--- config.mk ---
export PLATFORM = sky130hd
export DESIGN_NAME = fptd_decision_unit
export DESIGN_NICKNAME = d
export VERILOG_FILES = /design/src/rtl/fptd_pkg.sv /design/src/rtl/fptd_llr_sat_add.sv /design/src/rtl/fptd_decision_unit.sv
export SDC_FILE = /design/constraint.sdc
export NUM_CORES = 1
export LEC_CHECK = 0
export BUFFER_PORTS_ARGS = -buffer_cell sky130_fd_sc_hd__buf_2
export CELL_PAD_IN_SITES_DETAIL_PLACEMENT = 1
export CELL_PAD_IN_SITES_GLOBAL_PLACEMENT = 2
export CORE_ASPECT_RATIO = 0.9
export CORE_MARGIN = 5
export CORE_UTILIZATION = 34
export CTS_CLUSTER_DIAMETER = 30
export CTS_CLUSTER_SIZE = 10
export DETAILED_ROUTE_END_ITERATION = 7
export GPL_ROUTABILITY_DRIVEN = 0
export MAX_ROUTING_LAYER = met4
export PLACE_DENSITY_LB_ADDON = 0.1
export SLEW_MARGIN = 20
export SYNTH_ARGS = -nofsm -noshare
export SYNTH_HDL_FRONTEND = slang
export SYNTH_SLANG_ARGS = --single-unit
export TNS_END_PERCENT = 30
--- constraint.sdc ---
create_clock -name Clock -period 4.18 [get_ports Clock]
set_input_delay 0.209 -clock Clock [delete_from_list [all_inputs] [get_ports Clock]]
set_output_delay 0.209 -clock Clock [all_outputs]
set_load 0.01 [all_outputs]
--- src/rtl/fptd_pkg.sv ---
// Shared types and helpers for the FPTD per-section decision unit.
package fptd_pkg;

    typedef enum logic [1:0] {
        IDLE = 2'd0,
        RUN  = 2'd1,
        DONE = 2'd2
    } fptd_dec_state_t;

    localparam int FPTD_MAX_ITER_DEF = 16;
    localparam int FPTD_ITER_W_DEF   = $clog2(FPTD_MAX_ITER_DEF + 1);

    function automatic int fptd_iter_w(input int maxIter);
        return $clog2(maxIter + 1);
    endfunction

    // Sign-extends an inW-bit value held in x, then clips it to the signed outW-bit range.
    function automatic logic signed [31:0] sat_clip(input logic signed [31:0] x,
                                                    input int inW,
                                                    input int outW);
        logic signed [31:0] ext;
        logic signed [31:0] hi;
        logic signed [31:0] lo;
        ext = (x <<< (32 - inW)) >>> (32 - inW);
        hi  = (32'sd1 <<< (outW - 1)) - 32'sd1;
        lo  = -(32'sd1 <<< (outW - 1));
        if (ext > hi) begin
            return hi;
        end else if (ext < lo) begin
            return lo;
        end
        return ext;
    endfunction

endpackage

--- src/rtl/fptd_llr_sat_add.sv ---
// Combinational three-input LLR adder: sign-extend to M+2 bits, add, clip to M+1 bits.
module fptd_llr_sat_add
    import fptd_pkg::*;
#(
    parameter int N = 4,
    parameter int M = 5
) (
    input  logic signed [M-1:0] a_i,
    input  logic signed [M-1:0] b_i,
    input  logic signed [N-1:0] c_i,
    output logic signed [M:0]   sum_o,
    output logic                neg_o
);

    logic signed [M+1:0] rawSum;
    logic signed [31:0]  clipped;

    always_comb begin
        rawSum  = {{2{a_i[M-1]}}, a_i}
                + {{2{b_i[M-1]}}, b_i}
                + {{(M+2-N){c_i[N-1]}}, c_i};
        clipped = sat_clip({{(30-M){rawSum[M+1]}}, rawSum}, M + 2, M + 1);
        sum_o   = (M+1)'(clipped);
        neg_o   = sum_o[M];
    end

endmodule

--- src/rtl/fptd_decision_unit.sv ---
// FPTD per-section decision stage: a-posteriori LLR, hard decision, iteration count, early stop.
// Optional Razor error counter output enabled by defining FPTD_RAZOR_STATS_EN.
module fptd_decision_unit
    import fptd_pkg::*;
#(
    parameter  int N            = 4,
    parameter  int M            = 5,
    parameter  int MAX_ITER     = FPTD_MAX_ITER_DEF,
    parameter  int STABLE_ITERS = 3,
    localparam int ITER_W       = fptd_iter_w(MAX_ITER)
) (
    input  logic                Clock,
    input  logic                nReset,
    input  logic                Start,
    input  logic                Enable,
    input  logic signed [M-1:0] ba1_DFF,
    input  logic signed [N-1:0] ba2,
    input  logic signed [M-1:0] be1_DFF,
    input  logic                Error_current_be1,
    output logic signed [M:0]   apost_llr,
    output logic                b1,
    output logic [ITER_W-1:0]   iter_count,
    output logic                Busy,
    output logic                Done
`ifdef FPTD_RAZOR_STATS_EN
    ,
    output logic [15:0]         razor_err_count
`endif
);

    localparam int STAB_W = (STABLE_ITERS > 0) ? $clog2(STABLE_ITERS + 1) : 1;
    localparam logic [STAB_W-1:0] STAB_MAX = STAB_W'(STABLE_ITERS);

    fptd_dec_state_t   state_q, state_d;
    logic signed [M:0] apost_q, apost_d;
    logic              b1_q, b1_d;
    logic [ITER_W-1:0] iter_q, iter_d;
    logic [STAB_W-1:0] stable_q, stable_d;
    logic              prevValid_q, prevValid_d;

    logic signed [M:0] sumSat;
    logic              sumNeg;
    logic              commit;

    fptd_llr_sat_add #(.N(N), .M(M)) u_sat_add (
        .a_i   (ba1_DFF),
        .b_i   (be1_DFF),
        .c_i   (ba2),
        .sum_o (sumSat),
        .neg_o (sumNeg)
    );

    assign commit = (state_q == RUN) && !Start && Enable && !Error_current_be1;

    // Start wins over everything; Razor-flagged and disabled cycles fall through and hold.
    always_comb begin
        state_d     = state_q;
        apost_d     = apost_q;
        b1_d        = b1_q;
        iter_d      = iter_q;
        stable_d    = stable_q;
        prevValid_d = prevValid_q;
        if (Start) begin
            state_d     = RUN;
            apost_d     = '0;
            b1_d        = 1'b0;
            iter_d      = '0;
            stable_d    = '0;
            prevValid_d = 1'b0;
        end else if (commit) begin
            apost_d     = sumSat;
            b1_d        = sumNeg;
            iter_d      = iter_q + 1'b1;
            prevValid_d = 1'b1;
            if (prevValid_q && (sumNeg == b1_q)) begin
                stable_d = (stable_q == STAB_MAX) ? stable_q : stable_q + 1'b1;
            end else begin
                stable_d = '0;
            end
            if ((iter_d == ITER_W'(MAX_ITER)) || ((STABLE_ITERS > 0) && (stable_d == STAB_MAX))) begin
                state_d = DONE;
            end
        end
    end

    always_ff @(posedge Clock or negedge nReset) begin
        if (!nReset) begin
            state_q     <= IDLE;
            apost_q     <= '0;
            b1_q        <= 1'b0;
            iter_q      <= '0;
            stable_q    <= '0;
            prevValid_q <= 1'b0;
        end else begin
            state_q     <= state_d;
            apost_q     <= apost_d;
            b1_q        <= b1_d;
            iter_q      <= iter_d;
            stable_q    <= stable_d;
            prevValid_q <= prevValid_d;
        end
    end

    assign apost_llr  = apost_q;
    assign b1         = b1_q;
    assign iter_count = iter_q;
    assign Busy       = (state_q == RUN);
    assign Done       = (state_q == DONE);

`ifdef FPTD_RAZOR_STATS_EN
    logic [15:0] razorCnt_q, razorCnt_d;

    always_comb begin
        razorCnt_d = razorCnt_q;
        if (Start) begin
            razorCnt_d = '0;
        end else if ((state_q == RUN) && Enable && Error_current_be1 && (razorCnt_q != 16'hFFFF)) begin
            razorCnt_d = razorCnt_q + 16'd1;
        end
    end

    always_ff @(posedge Clock or negedge nReset) begin
        if (!nReset) begin
            razorCnt_q <= '0;
        end else begin
            razorCnt_q <= razorCnt_d;
        end
    end

    assign razor_err_count = razorCnt_q;
`endif

endmodule

; Yosys cells after proc, flatten, opt, wreduce, memory -nomap -nowiden
; Index checks and enable logic that the tools add are counted.
[word_totals]
ff_bits = 17
input_bits = 19
out_inout_bits = 14
word_cells = 50
[classes]
addsub = 4
magnitude_cmp = 2
eq_ne = 6
muxes = 22
reduce_logical = 10
[op_table]
columns = op, n
row1 = $mux 6, 5
row2 = $mux 2, 9
row3 = $mux 5, 2
row4 = $add 6x4->7, 1
row5 = $gt 7x6->1 const B, 1
row6 = $lt 7x6->1 const B, 1
row7 = $add 5x5->6, 1
row8 = $eq 2x2->1 const B, 3
row9 = $mux 1, 6
row10 = $add 5x1->5 const B, 1
row11 = $eq 5x5->1 const B, 1
row12 = $logic_and 1x1->1, 4
row13 = $reduce_bool 2->1, 2
row14 = $add 2x1->2 const B, 1
row15 = $eq 2x1->1 const B, 1
row16 = $logic_not 1->1, 2
row17 = $reduce_and 2->1, 1
row18 = $eq 1x1->1, 1
row19 = $logic_or 1x1->1, 1

; Longest topological paths before layout
[depth]
depth_word = 16
ltp_mapped = 9
depth_no_buf = 9

; By module
; A second synthesis with hierarchy kept.
[unflattened]
cells_unflattened = 131
hier_area_um2 = 1234.9
[by_module_without_submodules]
columns = mod, instances, cells_each, area_per_inst_um2, seq_area_each_um2
row1 = fptd_decision_unit, 1, 82, 784.5, 425.4
row2 = fptd_llr_sat_add, 1, 49, 450.4, 0.0

; Least setup slack after synthesis
; Ideal clock, no wire load.
[synth_timing]
path_kind = in2reg
startpoint = in ba1_DFF[1]
endpoint = reg apost_q[4] (netlist: apost_llr[4])
setup_time_ps = 141
arrival_ps = 2045
t_required_ps = 4039
slack_ps = 1994
stages = 9
path_buffers = 0
path_cell_list = inv_1 > fa_1 > inv_1 > ha_1 > fa_1 > nand3_1 > a211oi_1 > a311oi_1 > o32ai_1
[synth_between]
elab_chain_len = 8
word_cells_on_any_way = 10
classes_between = 2 x add/sub / 2 x order compare / 6 x mux
[synth_lines]
columns = element, line_no
row1 = start: declaration, fptd_decision_unit.sv:16  ; input logic signed [M-1:0] ba1_DFF,
row2 = $add 5x5->6 (*), fptd_llr_sat_add.sv:20  ; + {{2{b_i[M-1]}}, b_i}
row3 = $add 6x4->7 (*), fptd_llr_sat_add.sv:21  ; + {{(M+2-N){c_i[N-1]}}, c_i};
row4 = $lt 7x6->1, fptd_pkg.sv:29  ; end else if (ext < lo) begin
row5 = $mux 1, fptd_pkg.sv:29
row6 = $mux 1, fptd_pkg.sv:27  ; if (ext > hi) begin
row7 = $mux 6 (*), fptd_pkg.sv:32  ; return ext;
row8 = $mux 6 (*), fptd_decision_unit.sv:70  ; end else if (commit) begin
row9 = $mux 6 (*), fptd_decision_unit.sv:63  ; if (Start) begin
row10 = end signal: assignment, fptd_decision_unit.sv:96  ; apost_q <= apost_d;
row11 = end: declaration, fptd_decision_unit.sv:35  ; logic signed [M:0] apost_q, apost_d;
; Mark *: on every way between the ends. The rest lies on a longest branch, timed or not. The select of a mux whose other input is x is not followed.
; A chain may end at the register's enable or synchronous reset.

; Final worst setup path
[layout_timing]
startpoint = in ba1_DFF[1]
endpoint = reg apost_q[3] (netlist: apost_llr[3])
; Same word-level chain as after synthesis.

==> results.md <==
- Setup bufs post-CTS: 0
- CTS max path bufs: 2
- Final period util: 0.5210
- Synth cell types: 40
- Slew Limit Fails: 0
- GRT overflow: 0
- Number of DRC markers in iteration 0: 22
- Vias in the first global route: 1,030
- Max-cap violations: 0
- Ports: 33
- Status: finished, final reports clean
- Number of buffers created by CTS: 3
- Largest family of logic cells by synthesized area: simple AND/OR/NAND/NOR gates
- TritonRoute pass-1 iters: 4
- Post-synth EDFFs: 0
- Worst Hold Launch: Start
- CP startpoint: ba1_DFF[1]
- Port bufs: 32
- Crit-path leading delay family: adder cells
- Post-route cell area: 1443 sq um
- Share of cells above drive strength 1: 0.2680
- Worst-Skew Late Latency: 0.24 ns
- Req. time, crit path: 4.29 ns
- Async set-reset flop share out of synthesis: 1.000
- Non-Filler Instances: 197
- Largest net degree at the start of global routing: 19
- YS warnings: 0
- Synth Flop Type: dfrtp_1
- Syn_area_per_cell: 9.846 sq um
- CP Class: in2reg
- Unrepaired setup endpoints after global routing: no
- Worst path slowest cell: fa_1
- Overall power: 0.4575 mW
- Worst r2r src: state_q[1]
- Remaining antenna violation count: 0
- Ant. Diodes: 0
- Wire per inst: 13.72 microns
- Die area: 4823 sq um
- Total number of vias: 1,013
- Peak VDD IR: 0.0001410 V
- Worst Path Max Fanout: 3
- Area after DPL: 1378 sq um
- CP max stage delay: 0.53 ns
- Mapped Cells: 122
- Synth area leader: dfrtp_1
- Count of final setup violators: 0
- CTS sink cnt: 16
- Synth Area in Adders: 0.1625
- Main area contributors after synthesis: dfrtp_1, fa_1, ha_1
- XOR/XNOR Fraction of Synth Area: 0.04375
- Setup Skew: 0.0005832 ns
- Mapped Area: 1201 sq um
- CTS clk-pin slew, worst paths: 0.06 ns
- Post-layout nets: 185
- Synth Area in Simple Gates: 0.2042
- Compound-Gate Fraction of Synth Area: 0.1958
- TritonCTS clock tree: done
- Horiz. Die Dim: 72.65 microns
- Post-CTS Hold Buffers: 1
- Commonest cells in the netlist: dfrtp_1, nor2_1, inv_1, nand2_1, a21oi_1
- Worst hold path type: in2reg
- Overall Global Routing Usage: 0.1270
- Leakage power: 0.6607 nW
- Setup TNS: 0 ns
- Slew @ Worst Pin: 0.5867 ns
- Post-synth top area share: 0.3333
- Starting Density: 0.3529
- Area grow syn2layout: 20.10%
- Placed insts: 192
- CTS H-tree lvls: 1
- Fin crit period: 2.178 ns
- CP cell instances: buf_2 > inv_1 > fa_1 > inv_1 > ha_1 > fa_1 > nand3_1 > a211oi_1 > a311oi_1 > o32ai_1
- Critical path startpoint category: input port
- Slew headroom: 0.6088
- Core area: 3403 sq um
- Final Hold Viols: 0
- Most common cell in the netlist: dfrtp_1
- Sequential-to-total area share from yosys stat: 0.3333
- Final Util: 0.4239
- Power Density: 317.1 nW/um^2
- Drc violations: 0
- Final WS setup: 2.002 ns
- Worst setup EP type: register
- FF+latch count, synth: 16
- Row count: 20
- Hold slack final: 0.3432 ns
- Fillers: 421
- CP arrival: 2.29 ns
- F_max: 0.4592 GHz
- Post-synthesis mux area share: 0
- Initial antenna violation count: 0
- Post-placement setup slack: 1.737 ns
- HPWL after DPL: 2174 microns
- Via density: 5.142
- CTS root buf: clkbuf_8
- Post-synth net total: 153
- CTS resizes: 0
- Global-route wire length before repair: 4740 microns
- Final wirelength: 2703 microns
- Die Y: 66.39 microns
- CP bufs+invs: 3
## registers in the layout, summed over array words and instances, names as in the netlist
register	count
state_q	2
stable_q	2
iter_count	5
apost_llr	6
prevValid_q	1
## cells by family after synthesis
| logic type | count (synthesis) |
|---|---|
| AND/OR/NAND/NOR | 41 |
| AO/OA/AOI/OAI | 32 |
| flip-flops | 16 |
| buffers and inverters | 15 |
| adder cells (fa/ha/maj) | 12 |
| XOR/XNOR | 6 |
## layer usage
metal  GRT usage  vias to the layer above  part of all wire  wire length, microns
li1            -                      503                 -                     -
met1      0.1682                      491              0.47                  1266
met2      0.2005                       19              0.48                  1301
met3     0.03495                        0             0.050                   134
met4     0.01382                        0                 0                     0
met5           -                        -                 0                     0
## worst register-to-register path: cells and delay by family, from the launching register on
| kind | cells | cell delay [ns] |
|---|---|---|
| and+or+nand+nor | 2 | 0.80 |
| AOI/OAI and AO/OA | 2 | 0.40 |
| DFF | 1 | 0.40 |
## power breakdown
group / internal, mW / total [mW] / leakage [nW] / switching (mW)
logic: 0.0632 / 0.150 / 0.419 / 0.0871
registers: 0.164 / 0.173 / 0.213 / 0.00879
clock network: 0.0835 / 0.134 / 0.0288 / 0.0506
## cells in the final DEF (no fill, tap or decap), drive strengths merged, types with 2 or more instances in the layout
master and n:
a211oi 5, a21oi 8, a22oi 3, a311oi 2, and4bb 2, buf 32, clkbuf 4, dfrtp 16
fa 6, ha 6, inv 9, nand2 9, nand3 2, nand4 2, nand4b 2, nor2 13
nor2b 2, o21ai 5, o32ai 3, xnor2 2, xor2 4
## cell type report
cell class / count / area, sq um / share of cell area
sequential: 16 / 400.4 / 0.2775
multi-input combinational: 91 / 728.2 / 0.5048
clock buffer: 4 / 55.05 / 0.03816
timing repair buffer: 33 / 170.2 / 0.1180
inverter: 9 / 33.78 / 0.02342
tap: 44 / 55.05 / 0.03816
## path summary, 6_finish.rpt
check                                end  slack [ns]  cells after the start
min                        iter_count[0]        0.34                      2
max reg2reg                   state_q[0]        2.47                      4
min reg2reg                  stable_q[0]        0.57                      2
min in group asynchronous   apost_llr[2]        0.41                      2
max in group asynchronous    stable_q[0]        3.51                      2
max                         apost_llr[3]        2.00                     10
Power figures use the tool's default switching activity.
